File: src/rtl/csa_operand_packer.sv
// Streaming packer that collects W-bit operands into an N*W window for the CSA tree.
// Optional CSA_PACK_SUM_EN adds an incrementally accumulated reference sum on out_sum.
module csa_operand_packer #(
  parameter int N = 49,
  parameter int W = 4,
  parameter int E = 6
) (
  input  logic                       clk,
  input  logic                       rst_n,
  input  logic [W-1:0]               in_data,
  input  logic                       in_valid,
  input  logic                       in_last,
  output logic                       in_ready,
  output logic [N*W-1:0]             out_data,
  output logic [$clog2(N+1)-1:0]     out_cnt,
  output logic                       out_valid,
  input  logic                       out_ready,
  output logic [W+E-1:0]             out_sum
);

  localparam int CW = $clog2(N+1);

  logic [N*W-1:0] fill_buf;
  logic [CW-1:0]  fill_cnt;
  logic           fill_done;
  logic           accept;
  logic           transfer;

  // in_ready depends only on registered state, never on out_ready
  assign in_ready = !fill_done;
  assign accept   = in_valid && in_ready;
  assign transfer = fill_done && (!out_valid || out_ready);

  // fill_cnt ends up holding the real operand count once the window is complete
  always_ff @(posedge clk or negedge rst_n) begin
    if (!rst_n) begin
      fill_buf  <= '0;
      fill_cnt  <= '0;
      fill_done <= 1'b0;
      out_data  <= '0;
      out_cnt   <= '0;
      out_valid <= 1'b0;
    end else if (transfer) begin
      out_data  <= fill_buf;
      out_cnt   <= fill_cnt;
      out_valid <= 1'b1;
      fill_buf  <= '0;
      fill_cnt  <= '0;
      fill_done <= 1'b0;
    end else begin
      if (out_valid && out_ready) begin
        out_valid <= 1'b0;
      end
      if (accept) begin
        for (int k = 0; k < N; k++) begin
          if (fill_cnt == CW'(k)) begin
            fill_buf[k*W +: W] <= in_data;
          end
        end
        if (fill_cnt == CW'(N-1) || in_last) begin
          fill_done <= 1'b1;
        end
        fill_cnt <= fill_cnt + CW'(1);
      end
    end
  end

`ifdef CSA_PACK_SUM_EN
  logic [W+E-1:0] fill_sum;

  // Running sum avoids an N-input adder; it moves with the window on transfer
  always_ff @(posedge clk or negedge rst_n) begin
    if (!rst_n) begin
      fill_sum <= '0;
      out_sum  <= '0;
    end else if (transfer) begin
      out_sum  <= fill_sum;
      fill_sum <= '0;
    end else if (accept) begin
      fill_sum <= fill_sum + {{E{1'b0}}, in_data};
    end
  end
`else
  assign out_sum = '0;
`endif

endmodule

File: config.mk
export PLATFORM = sky130hd
export DESIGN_NAME = csa_operand_packer
export DESIGN_NICKNAME = d
export VERILOG_FILES = /design/src/rtl/csa_operand_packer.sv
export SDC_FILE = /design/constraint.sdc
export NUM_CORES = 1
export LEC_CHECK = 0
export ABC_AREA = 1
export CORE_ASPECT_RATIO = 0.5
export CORE_MARGIN = 4
export CORE_UTILIZATION = 45
export DETAILED_ROUTE_END_ITERATION = 7
export GPL_TIMING_DRIVEN = 0
export PLACE_DENSITY = 0.66
export SYNTH_ARGS = -nofsm -noshare
export SYNTH_HDL_FRONTEND = slang
export SYNTH_SLANG_ARGS = --single-unit
File: constraint.sdc
create_clock -name clk -period 1.5 [get_ports clk]
set_input_delay 0.225 -clock clk [delete_from_list [all_inputs] [get_ports clk]]
set_output_delay 0.225 -clock clk [all_outputs]
set_load 0.05 [all_outputs]
==> results by group, run 1 <==
Outcome
  • Outcome: finished, violations left
  • Failing checks: negative hold slack, negative setup slack

Place
  • Placed Cells: 2,401
  • PortBufs: 212
  • Placer congestion estimate: 0.8485
  • HPWL Detailed: 29.30 mm
  • Placed instance area: 0.01867 mm2
  • Worst slack at placement: -0.6757 ns

Floorplanning
  • # IOs: 223
  • Die Ht: 140.6 um
  • Initial Util: 45.74%
  • Full die area: 0.03841 mm2
  • Chip width: 273.2 um
  • Row count: 48
  • Core box area: 0.03459 mm2

STA
  • FMAX: 647.2 MHz
  • Slew Limit Fails: 0
  • Final WS setup: -0.04514 ns
  • Setup TNS: -0.1939 ns
  • Final setup viols: 8
  • Hold Slack: -0.3498 ns
  • Fin crit share: 103.0%
  • Rel. slew slack: 54.82%
  • RSZ-0062 raised after global routing: yes
  • Final Hold Vio Count: 102
  • Clock period minus worst slack: 1.545 ns
  • Clock Skews: 0.009726 ns
  • Worst Tran Pin Value: 0.6777 ns

Cells and area
  • FF+latch area: 0.01017 mm2
  • # fillers: 3,049
  • Final Core Density: 58.86%
  • Final std cells w/o fill: 2,495
  • Ratio of cells with drive above 1 in the final layout: 27.59%
  • Most frequent cells in the layout: nand2_1, dfrtp_1, buf_2
  • Area occupied by multi-input gates: 0.005624 mm2
  • Final #Nets: 2,007
  • Final instance area: 0.02036 mm2
  • Layout area overhead: 28.67%
  • Commonest non-fill, non-tap cell in the layout: nand2_1

Global routing
  • First-pass GRT wire length: 67.30 mm
  • Gr ovfl total: 0
  • GRT Overall Usage: 22.04%
  • Vias in the first global route: 12,150
  • Pin count of the biggest net entering global routing: 121
  • Antenna violations before repair: 1

Setup path
  • Startpoint Class: register
  • R2R Setup Slk: -0.05 ns
  • Crit path required time: 1.91 ns
  • CP arrival: 1.95 ns
  • Crit Path Max Fanout: 8
  • Crit Path Category: reg -> reg
  • Capturing element type of the critical path: register

Power and ir drop
  • PwrDens: 1482 mW/mm2
  • Leakage power: 10.98 nW
  • Total power: 30.18 mW
  • VDD IR max: 0.6999 mV

Clock tree
  • Clock sink count: 406
  • Cts bufs inserted: 37
  • H-tree levels: 2
  • Clock root cell: clkbuf_16
  • Clk_lat worst skew: 0.53 ns
  • CTS max path bufs: 3
  • Clk slew on worst S/H paths: 0.07 ns
  • CTS tree: done

Synth
  • Yosys cell types: 22
  • Main synth FF type: dfrtp_1
  • Register area share after synthesis: 64.20%
  • Compound-Gate Fraction of Synth Area: 6.768%
  • Synth warnings: 0
  • Post-synth ARST share: 100.0%
  • Syn Area/Cell: 9.297 um2
  • #FFs+latches synth: 406
  • XOR/XNOR share of the synthesized area: 0%
  • Simple-gate share of the synthesized area: 24.06%
  • Synthesized-area fraction occupied by adder cells: 0.3163%
  • Mux contribution to synthesized area: 0%
  • EDFF count, synth: 0
  • Gate Count Post-Synth: 1,702
  • Mapped Area: 0.01582 mm2
  • Combinational family with the most area after synthesis: simple AND/OR/NAND/NOR gates

Routing
  • DR vias: 12,550
  • DRC: 0
  • Vias/cell: 5.030
  • WL final: 43.67 mm
  • Initial DRC Count: 1,098
  • DRT antenna net count: 0
  • WL/cell: 17.50 um
  • DRT Pass-1 Iters: 5

Hold path
  • Worst hold path class: in -> async

Run
  • Max Cap Viol: 0
-- layout make-up --
| class | count | area share [%] |
|---|---|---|
| diodes | 1 | 0.01229 |
| plain buffers | 90 | 3.386 |
| clock buffers | 50 | 5.377 |
| clock inverters | 14 | 0.9709 |
| inverters | 76 | 1.659 |
| multi-input cells | 1138 | 27.62 |
| flip-flops and latches | 406 | 49.94 |
| well taps | 475 | 2.919 |
| repair buffers | 245 | 8.118 |
-- cells in the mapped netlist, types with 8 or more instances --
| cell | number | area (um2) |
|---|---|---|
| nand2_1 | 710 | 2665 |
| dfrtp_1 | 406 | 10160 |
| nand3_1 | 144 | 720.7 |
| o21ai_0 | 130 | 650.6 |
| o21ai_1 | 80 | 400.4 |
| inv_1 | 72 | 270.3 |
| clkbuf_1 | 40 | 150.1 |
| buf_2 | 36 | 180.2 |
| nand2_4 | 22 | 247.7 |
| nor2_1 | 21 | 78.83 |
| buf_4 | 10 | 75.07 |
| nor2_2 | 8 | 50.05 |
-- logic make-up (layout without fill, tap and decap cells) --
group / Yosys count / in the layout
other: 1 / 11
AO/OA/AOI/OAI: 214 / 214
adder cells (fa/ha/maj): 4 / 4
flip-flops: 406 / 406
buffers and inverters: 167 / 475
AND/OR/NAND/NOR: 910 / 910
-- worst max-delay path, cell delays in order (launching register included) --
cell and delay [ns]:
dfrtp_2 0.45, inv_4 0.11, ha_4 0.19, inv_2 0.06, nor2_4 0.27, buf_6 0.16
nand2_8 0.07, nand3_2 0.06, o21ai_1 0.06
-- final timing paths --
kind	start	endpoint	cells after the start
min in group clk	in_valid	fill_cnt[3]$_DFFE_PN0P_	4
worst min register to register	out_data[129]$_DFFE_PN0P_	out_data[129]$_DFFE_PN0P_	2
max in group asynchronous	rst_n	fill_buf[18]$_DFFE_PN0P_	3
worst max register to register	fill_cnt[1]$_DFFE_PN0P_	fill_buf[113]$_DFFE_PN0P_	8
worst max-delay path	fill_cnt[1]$_DFFE_PN0P_	fill_buf[113]$_DFFE_PN0P_	8
worst min-delay path	rst_n	out_data[121]$_DFFE_PN0P_	1
-- flip-flops by register name (all words and copies together), names as in the netlist --
register,cells
fill_buf,196
out_data,196
fill_cnt,6
out_cnt,6
fill_done,1
out_valid,1
-- routing by layer --
metal	GRT usage, %	part of all wire (%)	up-vias
met5	0	0	-
met4	6.498	2.9	0
met3	3.946	5.3	92
met2	35.94	48	283
met1	30.65	43	6180
li1	-	-	5994
-- where the power goes --
part           switching (mW)  internal [mW]  total, mW
sequential              0.302           11.4       11.7
combinational            6.20           2.17       8.37
clock                    4.12           5.97       10.1
-- timing repair --
| item | CTS | global route |
|---|---|---|
| setup buffers | 8 | 20 |
| pin swaps | 3 | 23 |
| endpoints found under the setup margin | 596 | 523 |
| gates cloned | 0 | 2 |
| endpoints found under the hold margin | 102 | 102 |
| gates resized for setup | 999 | 338 |
Note: power is estimated with default switching activity, not from simulation.
==> inputs of run 2 (changes only) <==
Settings changed: CTS_BUF_LIST from default to sky130_fd_sc_hd__clkbuf_4 sky130_fd_sc_hd__clkbuf_8, SKIP_CTS_REPAIR_TIMING from default to 1.
==> run 2 against run 1 <==
Effect of this change:
- the run still ends with negative hold slack, negative setup slack left
- non-clock buffer count up 10
- total power shrank 4.0%
- count of clock-buffer cells in the layout is 41 higher
- global-route usage is 0.28 points lower
- combinational power about the same
- sequential share of layout area about the same
- largest cell class unchanged
- routed wire length shrank 0.10%
- final area about the same
- sequential power barely moved
==> results by group, run 2 (synthesis results as in run 1) <==
Floorplanning
  • Row count: 48 (unchanged)
  • Chip width: 273.2 um (unchanged)
  • Initial Util: 45.74% (unchanged)
  • Die Ht: 140.6 um (unchanged)
  • # IOs: 223 (unchanged)
  • Full die area: 0.03841 mm2 (unchanged)
  • Core box area: 0.03459 mm2 (unchanged)

Routing
  • DRC: 0 (unchanged)
  • Initial DRC Count: 1,005 (-8.5%)
  • DRT Pass-1 Iters: 5 (unchanged)
  • WL final: 43.63 mm (-0.10%)
  • DR vias: 12,640 (+0.69%)
  • Vias/cell: 4.989 (-0.82%)
  • DRT antenna net count: 0 (unchanged)
  • WL/cell: 17.22 um (-1.6%)

Global routing
  • Pin count of the biggest net entering global routing: 121 (unchanged)
  • First-pass GRT wire length: 66.48 mm (-1.2%)
  • Gr ovfl total: 0 (unchanged)
  • Vias in the first global route: 12,070 (-0.63%)
  • Antenna violations before repair: 1 (unchanged)
  • GRT Overall Usage: 21.76% (-0.28 points)

Setup path
  • R2R Setup Slk: -0.02 ns (+0.03 ns)
  • Crit Path Max Fanout: 5 (-3)
  • Crit Path Category: reg -> out
  • CP startpoint: fill_done$_DFFE_PN0P_
  • Startpoint Class: register
  • Critical path endpoint: in_ready
  • R2R depth: 8 (unchanged)
  • Capturing element type of the critical path: primary output
  • CP arrival: 1.34 ns (-0.61 ns)
  • Worst r2r dst: fill_buf[177]$_DFFE_PN0P_
  • Crit path required time: 1.27 ns (-0.64 ns)
  • Worst r2r src: fill_cnt[0]$_DFFE_PN0P_

Power and ir drop
  • VDD IR max: 0.7889 mV (+13%)
  • Leakage power: 11.03 nW (+0.51%)
  • PwrDens: 1423 mW/mm2 (-4.0%)

STA
  • Slew Limit Fails: 0 (unchanged)
  • Clock Skews: 0.02564 ns (+0.01591 ns)
  • Final WS setup: -0.06393 ns (-0.01879 ns)
  • FMAX: 639.4 MHz (-1.2%)
  • RSZ-0062 raised after global routing: yes
  • Hold Slack: -0.3346 ns (+0.01515 ns)
  • Final setup viols: 8 (unchanged)
  • Clock period minus worst slack: 1.564 ns (+0.01879 ns)
  • Rel. slew slack: 48.29% (-6.5 points)
  • Worst Tran Pin Value: 0.7756 ns (+0.09791 ns)
  • Fin crit share: 104.3% (+1.3 points)
  • Final Hold Vio Count: 102 (unchanged)

Place
  • HPWL Detailed: 29.30 mm (unchanged)
  • Worst slack at placement: -0.6757 ns (unchanged)
  • PortBufs: 212 (unchanged)
  • Placer congestion estimate: 0.8485 (unchanged)

Clock tree
  • Clk slew on worst S/H paths: 0.07 ns (about the same)
  • CTS tree: done
  • Clock sink count: 406 (unchanged)
  • Cts bufs inserted: 56 (+51%)
  • H-tree levels: 2 (unchanged)
  • CTS max path bufs: 3 (unchanged)
  • Clk_lat worst skew: 0.61 ns (+0.08 ns)
  • Clock root cell: clkbuf_8

Hold path
  • Worst hold path class: in -> async

Outcome
  • Outcome: finished, violations left
  • Failing checks: negative hold slack, negative setup slack

Cells and area
  • Final #Nets: 2,036 (+1.4%)
  • Most frequent cells in the layout: nand2_1, dfrtp_1, clkbuf_4
  • Commonest non-fill, non-tap cell in the layout: nand2_1
  • Ratio of cells with drive above 1 in the final layout: 28.05% (+0.46 points)
  • Layout area overhead: 28.54% (about the same)
  • # fillers: 3,089 (+1.3%)
  • Largest regs: fill_buf x196, out_data x196

Run
  • Max Cap Viol: 0 (unchanged)
[run 2: cell count changes in the layout (fill, tap and decap cells not counted), moves of 28 or more]
| cell | before | now |
|---|---|---|
| buf_4 | 37 | 68 |
| clkbuf_8 | 12 | 74 |
| nand3_1 | 98 | 126 |
| clkbuf_4 | 14 | 149 |
| nand3_2 | 46 | 16 |
| clkbuf_16 | 39 | 2 |
| buf_2 | 204 | 69 |
[run 2: worst min-delay path by stage]
stage / startpoint / end / slack, ns
final: rst_n / out_data[121]$_DFFE_PN0P_ / -0.33
after global routing: rst_n / out_data[123]$_DFFE_PN0P_ / -0.30
after CTS: rst_n / out_data[121]$_DFFE_PN0P_ / -0.33
after detailed placement: rst_n / out_data[121]$_DFFE_PN0P_ / 0.32
after global placement: fill_buf[193]$_DFFE_PN0P_ / out_data[193]$_DFFE_PN0P_ / 0.45
after floorplan: rst_n / fill_buf[0]$_DFFE_PN0P_ / -0.07
[run 2: where the power goes]
group          switching [mW]  total (mW)  internal (mW)  leakage, nW
clock network            4.11        8.88           4.77        0.614
registers               0.307        11.7           11.4         5.65
logic                    6.14        8.35           2.21         4.77
[run 2: through the flow]
stage          instance area (um2)  utilization [%]  power [mW]  setup TNS, ns  std cells
5_1_grt                      20340            58.80       30.27         -3.824       2533
3_3_place_gp                 18580            53.70       18.81       -7395.04       2398
6_report                     20340            58.80       28.95        -0.1244       2533
4_1_cts                      19820            57.28       27.73        -205.31       2493
2_1_floorplan                15860                -       16.20              0       1711
3_5_place_dp                 18670            53.96       18.88        -280.62       2401
[run 2: final cells by class]
class	count	area, um2	area share [%]
Timing Repair Buffer	255	1958	9.627
Antenna cell	1	2.502	0.01230
Buffer	90	650.6	3.199
Inverter	76	340.3	1.673
Clock inverter	1	5.005	0.02460
Tap cell	475	594.3	2.922
Sequential cell	406	10170	49.98
Clock buffer	91	1146	5.634
Multi-Input combinational cell	1138	5478	26.93
[run 2: worst max-delay path: stages (launching register included)]
cell and delay (ns):
dfrtp_2 0.45, clkinv_4 0.12, buf_6 0.17
[run 2: per-layer routing]
metal | routed length [um] | part of all wire, % | vias up | global-route usage, %
met4 | 758 | 1.7 | 0 | 5.492
met5 | 0 | 0 | - | 0
met3 | 2475 | 5.7 | 53 | 5.221
met2 | 21080 | 48 | 310 | 35.09
li1 | - | - | 6041 | -
met1 | 19310 | 44 | 6232 | 30.10
==> inputs of run 3 (changes only) <==
Settings changed: CELL_PAD_IN_SITES_DETAIL_PLACEMENT from default to 1, CELL_PAD_IN_SITES_GLOBAL_PLACEMENT from default to 1, CORE_UTILIZATION 45 to 43, PLACE_DENSITY 0.66 to 0.8.
==> run 3 against run 2 <==
Effect of this change:
- the flow still finishes with violations (negative hold slack, negative setup slack)
- final area rose by 3.8%
- count of clock-buffer cells in the layout is 8 higher
- final cell count increased by 1.0%
- largest cell class unchanged
- highest routed layer unchanged
==> results by group, run 3 (synthesis results as in run 1) <==
Setup path
  • Crit Path Category: reg -> reg
  • Crit path required time: 2.00 ns (+0.73 ns)
  • CP arrival: 2.13 ns (+0.79 ns)
  • Startpoint Class: register
  • Worst r2r src: fill_cnt[4]$_DFFE_PN0P_
  • CP startpoint: fill_cnt[4]$_DFFE_PN0P_
  • Capturing element type of the critical path: register
  • Crit Path Max Fanout: 8 (+3)

Global routing
  • Gr ovfl total: 0 (unchanged)
  • Antenna violations before repair: 2 (+1)
  • GR peak layer: met2
  • Met3 usage: 4.821% (-0.40 points)
  • Met2 usage: 40.39% (+5.3 points)
  • GRT Overall Usage: 23.90% (+2.1 points)
  • Vias in the first global route: 13,670 (+13%)
  • First-pass GRT wire length: 75.62 mm (+14%)
  • Pin count of the biggest net entering global routing: 116 (-4.1%)
  • Met1 Use GR: 31.81% (+1.7 points)

STA
  • Fin crit share: 108.3% (+4.1 points)
  • Rel. slew slack: 44.37% (-3.9 points)
  • Clock period minus worst slack: 1.625 ns (+0.06111 ns)
  • Slew Limit Fails: 0 (unchanged)
  • Final setup viols: 123 (+115)
  • FMAX: 615.4 MHz (-3.8%)
  • Setup TNS: -3.584 ns (-3.460 ns)
  • RSZ-0062 raised after global routing: yes
  • Worst Tran Pin Value: 0.8317 ns (+0.05611 ns)
  • Hold Slack: -0.1058 ns (+0.2289 ns)
  • Final WS setup: -0.1250 ns (-0.06111 ns)
  • Clock Skews: 0.01806 ns (-0.007576 ns)
  • Final Hold Vio Count: 208 (+100%)

Cells and area
  • Ratio of cells with drive above 1 in the final layout: 29.33% (+1.3 points)
  • Layout area overhead: 33.45%
  • Largest regs: fill_buf x196, out_data x196
  • Commonest non-fill, non-tap cell in the layout: nand2_1
  • Most frequent cells in the layout: nand2_1, dfrtp_1, clkbuf_4
  • Final #Nets: 2,045 (+0.44%)

Floorplanning
  • Chip width: 279.3 um (+2.2%)
  • Full die area: 0.04012 mm2 (+4.4%)
  • Core box area: 0.03611 mm2 (+4.4%)
  • Die Ht: 143.6 um (+2.2%)
  • # IOs: 223 (unchanged)
  • Row count: 49 (+2.1%)
  • Initial Util: 43.82% (-1.9 points)

Power and ir drop
  • PwrDens: 1448 mW/mm2 (+1.7%)
  • Leakage power: 11.02 nW (-0.16%)
  • VDD IR max: 0.7017 mV (-11%)
  • Total power: 30.58 mW (+5.6%)

Run
  • Max Cap Viol: 0 (unchanged)

Routing
  • Initial DRC Count: 1,201 (+20%)
  • DRT antenna net count: 0 (unchanged)
  • WL/cell: 21.44 um (+25%)
  • WL final: 54.88 mm (+26%)
  • DRC: 0 (unchanged)
  • DRT Pass-1 Iters: 5 (unchanged)
  • DR vias: 13,540 (+7.2%)
  • Vias/cell: 5.291 (+6.1%)

Clock tree
  • Cts bufs inserted: 58 (+3.6%)
  • Clock root cell: clkbuf_8
  • CTS max path bufs: 3 (unchanged)
  • CTS tree: done
  • Clk slew on worst S/H paths: 0.07 ns (about the same)
  • Clk_lat worst skew: 0.64 ns (+0.03 ns)
  • H-tree levels: 2 (unchanged)
  • Clock sink count: 406 (unchanged)

Place
  • Placer congestion estimate: 0.8469 (-0.19%)
  • HPWL Detailed: 33.57 mm (+15%)
  • Worst slack at placement: -0.8392 ns (-0.1635 ns)
  • PortBufs: 212 (unchanged)

Hold path
  • Worst hold path class: in -> async

Outcome
  • Outcome: finished, violations left
  • Failing checks: negative hold slack, negative setup slack
## run 3: final cells by class
class / instances / area [um2]
tap: 484 / 605.6
clock inverter: 2 / 10.01
fill: 4022 / 14990
timing repair buffer: 261 / 2347
inverter: 76 / 359.1
clock buffer: 99 / 1219
antenna: 2 / 5.005
buffer: 90 / 700.7
sequential: 406 / 10170
multi-input combinational: 1139 / 5703
## run 3: final timing paths
check | endpoint | depth (start not counted) | slack, ns
min in group clk | fill_buf[195]$_DFFE_PN0P_ | 3 | 0.22
max reg2reg | fill_buf[28]$_DFFE_PN0P_ | 7 | -0.13
max in group asynchronous | out_data[125]$_DFFE_PN0P_ | 7 | 0.33
min | fill_buf[44]$_DFFE_PN0P_ | 5 | -0.11
min reg2reg | out_data[107]$_DFFE_PN0P_ | 2 | 0.47
max | fill_buf[28]$_DFFE_PN0P_ | 7 | -0.13
## run 3: power by group
group          internal [mW]  switching [mW]  leakage [nW]
sequential              11.4           0.385          5.65
combinational           2.52            6.77          4.71
clock                   5.05            4.44         0.660
total                   19.0            11.6          11.0
## run 3: stage by stage
step           util [%]  area, um2  instances  hold WS (ns)
5_1_grt           58.48      21120       2559      -0.05247
4_1_cts           55.20      19930       2512       -0.6083
2_1_floorplan         -      15860       1711      -0.07059
6_report          58.48      21120       2559       -0.1058
3_3_place_gp      51.48      18590       2407        0.4531
3_5_place_dp      51.80      18700       2411       0.06926
## run 3: worst max-delay path: stages, from the launching register on
cell	delay, ns
dfrtp_2	0.43
buf_4	0.16
nor2_2	0.23
nand2_8	0.15
nor2_4	0.22
nor2_2	0.09
nand2_1	0.10
nand2_1	0.10
## run 3: routing by layer
metal  up-vias  share of wire [%]
li1       6066                  -
met1      6968                 41
met2       389                 51
met5         -                  0
met3       117                5.0
met4         0                3.1
